==> config.mk <==
export PLATFORM = sky130hd
export DESIGN_NAME = operand_pair_stager
export DESIGN_NICKNAME = d
export VERILOG_FILES = /design/src/rtl/operand_pair_stager.sv
export SDC_FILE = /design/constraint.sdc
export NUM_CORES = 1
export LEC_CHECK = 0
export ABC_AREA = 1
export CAP_MARGIN = 10
export CORE_MARGIN = 10
export CORE_UTILIZATION = 40
export DETAILED_ROUTE_END_ITERATION = 8
export PLACE_DENSITY = 0.78
export SLEW_MARGIN = 20
export SYNTH_ARGS = -nofsm -noshare
export SYNTH_HDL_FRONTEND = slang
export SYNTH_SLANG_ARGS = --single-unit
export TNS_END_PERCENT = 30
==> constraint.sdc <==
create_clock -name clk -period 6.5 [get_ports clk]
set_input_delay 0.65 -clock clk [delete_from_list [all_inputs] [get_ports clk]]
set_output_delay 0.65 -clock clk [all_outputs]
set_load 0.02 [all_outputs]
==> src/rtl/operand_pair_stager.sv <==
// ============================================================================
//  Module      : operand_pair_stager
//  Description : Buffered upstream stage for the 8-bit adder datapath. Accepts
//                16-bit words with a per-word mode bit over valid/ready, holds
//                them in a small FIFO, and presents the head entry as an
//                (a, b) operand pair. Counts delivered pairs.
//  Revision    : 1.0 - initial release
// ============================================================================
`default_nettype none

module operand_pair_stager #(
  parameter int         DEPTH   = 2,
  parameter logic [7:0] CONST_B = 8'h55,
  parameter int         CNT_W   = 16
) (
  input  logic             clk,
  input  logic             rst_n,
  input  logic             in_valid,
  output logic             in_ready,
  input  logic [15:0]      in_data,
  input  logic             in_mode,
  output logic             out_valid,
  input  logic             out_ready,
  output logic [7:0]       out_a,
  output logic [7:0]       out_b,
  output logic [CNT_W-1:0] out_count,
  output logic             full,
  output logic             empty
);

  // Pointer width; DEPTH is a power of two so pointers wrap naturally.
  localparam int         AW        = $clog2(DEPTH);
  localparam logic [AW:0] DEPTH_OCC = DEPTH[AW:0];

  // Each entry carries the mode bit alongside the word: {mode, data}.
  logic [16:0]      mem_q [DEPTH];
  logic [AW-1:0]    wr_ptr_q, wr_ptr_d;
  logic [AW-1:0]    rd_ptr_q, rd_ptr_d;
  logic [AW:0]      occ_q, occ_d;
  logic [CNT_W-1:0] count_q, count_d;
  // Low throughout reset, high from the first cycle after; keeps in_ready
  // deasserted while the stage is held in reset.
  logic             ready_q;

  logic             w_push;
  logic             w_pop;
  logic [16:0]      w_head;

  assign full      = (occ_q == DEPTH_OCC);
  assign empty     = (occ_q == '0);
  assign in_ready  = ready_q & ~full;
  assign out_valid = ~empty;
  assign out_count = count_q;

  assign w_push = in_valid & in_ready;
  assign w_pop  = out_valid & out_ready;
  assign w_head = mem_q[rd_ptr_q];

  // Next-state for pointers, occupancy and delivered-pair counter.
  always_comb begin
    wr_ptr_d = wr_ptr_q;
    rd_ptr_d = rd_ptr_q;
    occ_d    = occ_q;
    count_d  = count_q;
    if (w_push) begin
      wr_ptr_d = wr_ptr_q + AW'(1);
    end
    if (w_pop) begin
      rd_ptr_d = rd_ptr_q + AW'(1);
      count_d  = count_q + CNT_W'(1);
    end
    case ({w_push, w_pop})
      2'b10:   occ_d = occ_q + (AW+1)'(1);
      2'b01:   occ_d = occ_q - (AW+1)'(1);
      default: occ_d = occ_q;
    endcase
  end

  // Control state register with synchronous active-low reset.
  always_ff @(posedge clk) begin
    if (!rst_n) begin
      wr_ptr_q <= '0;
      rd_ptr_q <= '0;
      occ_q    <= '0;
      count_q  <= '0;
      ready_q  <= 1'b0;
    end else begin
      wr_ptr_q <= wr_ptr_d;
      rd_ptr_q <= rd_ptr_d;
      occ_q    <= occ_d;
      count_q  <= count_d;
      ready_q  <= 1'b1;
    end
  end

  // FIFO storage write; contents need no reset since occupancy gates reads.
  always_ff @(posedge clk) begin
    if (rst_n && w_push) begin
      mem_q[wr_ptr_q] <= {in_mode, in_data};
    end
  end

  // Operand mapping from the head entry; zeros when nothing is buffered.
  always_comb begin
    out_a = 8'h00;
    out_b = 8'h00;
    if (!empty) begin
      if (w_head[16]) begin
        out_a = {4'h0, w_head[3:0]};
        out_b = CONST_B;
      end else begin
        out_a = w_head[15:8];
        out_b = w_head[7:0];
      end
    end
  end

endmodule

`default_nettype wire
# Word-level counts from Yosys, hierarchy flattened
# Memories as Yosys holds them, arrays and structs flattened. A register that Yosys moved wholly into a read port is not among the register bits.
# Cells that the tools add are included.
totals:
  regBits: 21
  mem_bits_rw: 34
  in_bits: 21
  elab_cells: 32
  n_memories: 1
memory_table:
  columns: ["name", "depth", "word_bits", "read_ports", "rd_ports_with_merged_regs", "wr", "line_no", "rtl"]
  rows:
  - ["mem_q", 2, 17, 1, 1, 1, "36", "logic [16:0] mem_q [DEPTH];"]
classes:
  n_addsub: 5
  eq_ne: 3
  mux: 10
  bitwise_logic: 5
  reduce_logical: 3
op_table:
  columns: ["cell", "count"]
  rows:
  - ["$mux 8", 4]
  - ["$add 16x1->16 const B", 1]
  - ["$mux 1", 5]
  - ["$eq 2x2->1 const B", 2]
  - ["$pmux 2 s2", 1]
  - ["$and 1x1->1", 3]
  - ["$add 1x1->1 const B", 2]
  - ["$add 2x1->2 const B", 1]
  - ["$eq 2x1->1 const B", 1]
  - ["$logic_not 2->1", 1]
  - ["$not 1->1", 2]
  - ["$reduce_bool 2->1", 1]
  - ["$sub 2x1->2 const B", 1]
  - ["$logic_and 1x1->1", 1]

# Longest topological paths before layout
depth:
  word_depth: 7
  mapped_depth: 9
  ltp_nobuf: 9

# Worst setup path after synthesis
# No wires, ideal clock.
synth_timing:
  kind: "register -> register"
  start: "reg occ_q[0]"
  end: "mem mem_q[1][0], enable pin"
  setup_time_ps: 412
  t_arrival_ps: 2244
  slack_ps: 3843
  path_stages_with_launch: 5
  synth_period_minus_slack_ps: 2657
  path_cell_list: "dfxtp_1 > nor2_1 > nor2_2 > nand2_1 > nor3_1"
synth_between:
  elab_chain_len: 7
synth_rtl:
  columns: ["item", "line_no", "rtl"]
  rows:
  - ["start, declared", "39", "logic [AW:0] occ_q, occ_d;"]
  - ["start signal, assigned", "84", "occ_q <= '0;"]
  - ["start signal, assigned", "90", "occ_q <= occ_d;"]
  - ["$eq 2x2->1", "49", "assign full = (occ_q == DEPTH_OCC);"]
  - ["named net full", "27", "output logic full,"]
  - ["$not 1->1", "51", "assign in_ready = ready_q & ~full;"]
  - ["$and 1x1->1", "51", null]
  - ["named net in_ready", "19", "output logic in_ready,"]
  - ["$and 1x1->1", "55", "assign w_push = in_valid & in_ready;"]
  - ["$logic_and 1x1->1", "98", "if (rst_n && w_push) begin"]
  - ["$mux 1", "98", null]
  - ["$mux 1 (not written as such)", "99", "mem_q[wr_ptr_q] <= {in_mode, in_data};"]
  - ["end, declared", "36", null]
# The timed path passes the listed nets, and every way through them passes these cells.

==> out/qor.yml <==
status: "finished, final reports clean"
postCtsHoldBufs: 0
cts.path.max_buffers: 2
finalWirelength_um: 5252
yosys.area.top_type: "edfxtp_1"
cp_data_arrival_time_ps: 2690
worst_pin_slew_ps: 777.8
grt_first_pass_wirelength_um: 8597
drive_gt1_frac: 0.06515
ys_ff_latch: 56
r2r_slack_ps: 4600
dr.pass1.iters: 5
fin_crit_sh: 0.5142
synth_nets: 271
setup_violations: 0
ys_warn_count: 0
path_max_fanout: 18
fin_crit_ps: 3342
core-area_mm2: 0.005642
first_global_vias: 1758
post-cts-setup-buffers: 0
clockRootBuffer: "clkbuf_8"
cpPeakStageDelay_ps: 730
synth_edf_count: 34
cpMostUsedCell: "nand2_1"
grt_start_max_net_pins: 19
finalSetupTns_ps: 0
synthesis.area_mm2: 0.002370
syn_inst: 248
r2r-start: "occ_q[0]"
crit_path_end_kind: "primary output"
min_from: "wr_ptr_q"
ff_latch_area_mm2: 0.001461
critical_path.top_delay_family: "buffers and inverters"
p_leak_nw: 1.090
clk_latency_ps: 310
crit_buf_inv: 3
min_path_type: "reg -> reg"
ff2ff_path_depth: 4
cp_data_required_time_ps: 5850
hold_path_depth: 2
cts_sinks: 56
fp.dieW_um: 96.97
multi_input_area_um2: 799.5
drtIter0Drc: 88
peakVddDrop_mv: 0.2474
vias_per_cell: 4.842
numCtsBuffers: 5
fp.dieArea_mm2: 0.009403
rows: 27
hold_violations: 0
yosys-top-cells-count: "64 x nand2_1, 34 x edfxtp_1, 29 x nor2_1"
crit_type: "reg -> out"
wire_per_inst_um: 13.86
grt_usage: 0.1087
synth_area_per_cell_um2: 9.556
vias: 1835
dp_hpwl_um: 3953
drc: 0
cellPowerDensity_mw_per_mm2: 308.4
io_pins: 57
cts_tree: "yes"
htree_levels: 2
n_antenna_cell: 0
finish.utilization: 0.5487
grt_antenna_before_repair: 0
ys_types: 24
synth.most_common_cell: "nand2_1"
ctsResizeCount: 0
synth_flop_cell: "edfxtp_1"
port_buffers: 56
slew_headroom: 0.4798
die_h_um: 96.97
final.fill_count: 500
setup_slack_ps: 3158
gp_congestion: 0.8985
grt-ovfl-total: 0
nets: 329
path_cells: "inv_2 -> nand2_1 -> nand2_1 -> inv_2 -> nand2_1 -> a21oi_1 -> clkdlybuf4s50_1"
synth_async_sr_flop_share: 0
max_freq_ghz: 0.2992
total_power_w: 0.0009546
dp_slack_ps: 3489
slew_viol_final: 0
cts.reportedPaths.clkPinSlew_ps: 100
start_kind: "flip-flop"
area_delta_synth_final_pct: 30.62
ant_nets: 0
crit_path_top_delay_cell: "dfxtp_1"
maxCapViolations: 0
synth.top_cell.area_share: 0.4308
yosysSeqAreaShare: 0.6167
rsz0062_at_grt: "no"
finClkSkew_ps: 4.226
start_util: 0.4200
crit_cells: 7
synthTopCellsByArea: "edfxtp_1 43%, dfxtp_1 19%, nand2_1 10%"
-- through the flow --
stage	instances	instance area (µm²)	hold WS, ps
after floorplan	248	2370	425.1
after global placement	371	2999	437.8
after detailed placement	371	3005	461.5
after CTS	379	3095	476.0
after global routing	379	3095	507.5
final	379	3095	474.0
-- layout make-up --
type	instances	area share
timing repair buffer	57	0.1835
tap	72	0.02910
clock buffer	5	0.02223
multi-input combinational	163	0.2583
sequential	56	0.4721
clock inverter	3	0.006871
inverter	23	0.02789
-- sequential cells by signal, summed over array words and instances (netlist names), named ones only --
register and cells:
mem_q 34, wr_ptr_q 1, out_count 16, rd_ptr_q 1
occ_q 2, ready_q 1
-- power breakdown --
group          total, W  switching, W  internal [W]  leakage [nW]
Combinational  0.000341      0.000198      0.000144         0.558
Sequential     0.000426     0.0000280      0.000398         0.487
Clock          0.000187      0.000111     0.0000766        0.0445
Total          0.000955      0.000336      0.000618          1.09
-- final timing paths --
kind | to
setup / recovery | out_a[4]
hold / removal | wr_ptr_q
setup reg to reg | mem_q[1][15]
hold reg to reg | wr_ptr_q
-- kinds of logic (layout without fill, tap and decap cells) --
family                     Yosys count  in the layout  share of synthesized area
xor gates and xnor gates             5              5                    0.01848
and+or+nand+nor                    114            114                     0.2059
DFF                                 56             56                     0.6167
muxes                                2              2                   0.008448
adders and majority gates            2              2                    0.01056
AOI/OAI and AO/OA                   40             40                    0.08923
buffers and inverters               29             88                    0.05069
-- per-layer routing --
layer | vias to the layer above | global-route usage | wire [µm] | share of wire
li1 | 945 | - | - | -
met1 | 819 | 0.1372 | 2491 | 0.47
met2 | 66 | 0.1656 | 2272 | 0.43
met3 | 5 | 0.04329 | 436 | 0.083
met4 | 0 | 0.03382 | 51 | 0.0097
met5 | - | 0 | 0 | 0
-- worst min-delay path, stage by stage, from the launching register on --
cell	delay, ps
dfxtp_1	330
nand2_1	60
a21oi_1	50
-- placed cells by master (no fill, tap or decap) --
cell type / count
clkinvlp_4: 1
a211oi_1: 1
mux2i_1: 2
nand2_1: 64
nand3_2: 1
buf_4: 1
nand3_1: 8
clkbuf_8: 5
a21oi_1: 21
clkinv_2: 1
inv_1: 21
a31oi_1: 4
nor2_1: 29
o21ai_0: 11
inv_6: 1
edfxtp_1: 34
o21ai_1: 2
nor3_4: 1
o21ai_2: 1
ha_1: 2
nor2_4: 3
dfxtp_1: 22
nor2_2: 3
xor2_1: 5
clkdlybuf4s50_1: 56
nand4_1: 5
inv_2: 2
Power figures use the tool's default switching activity.
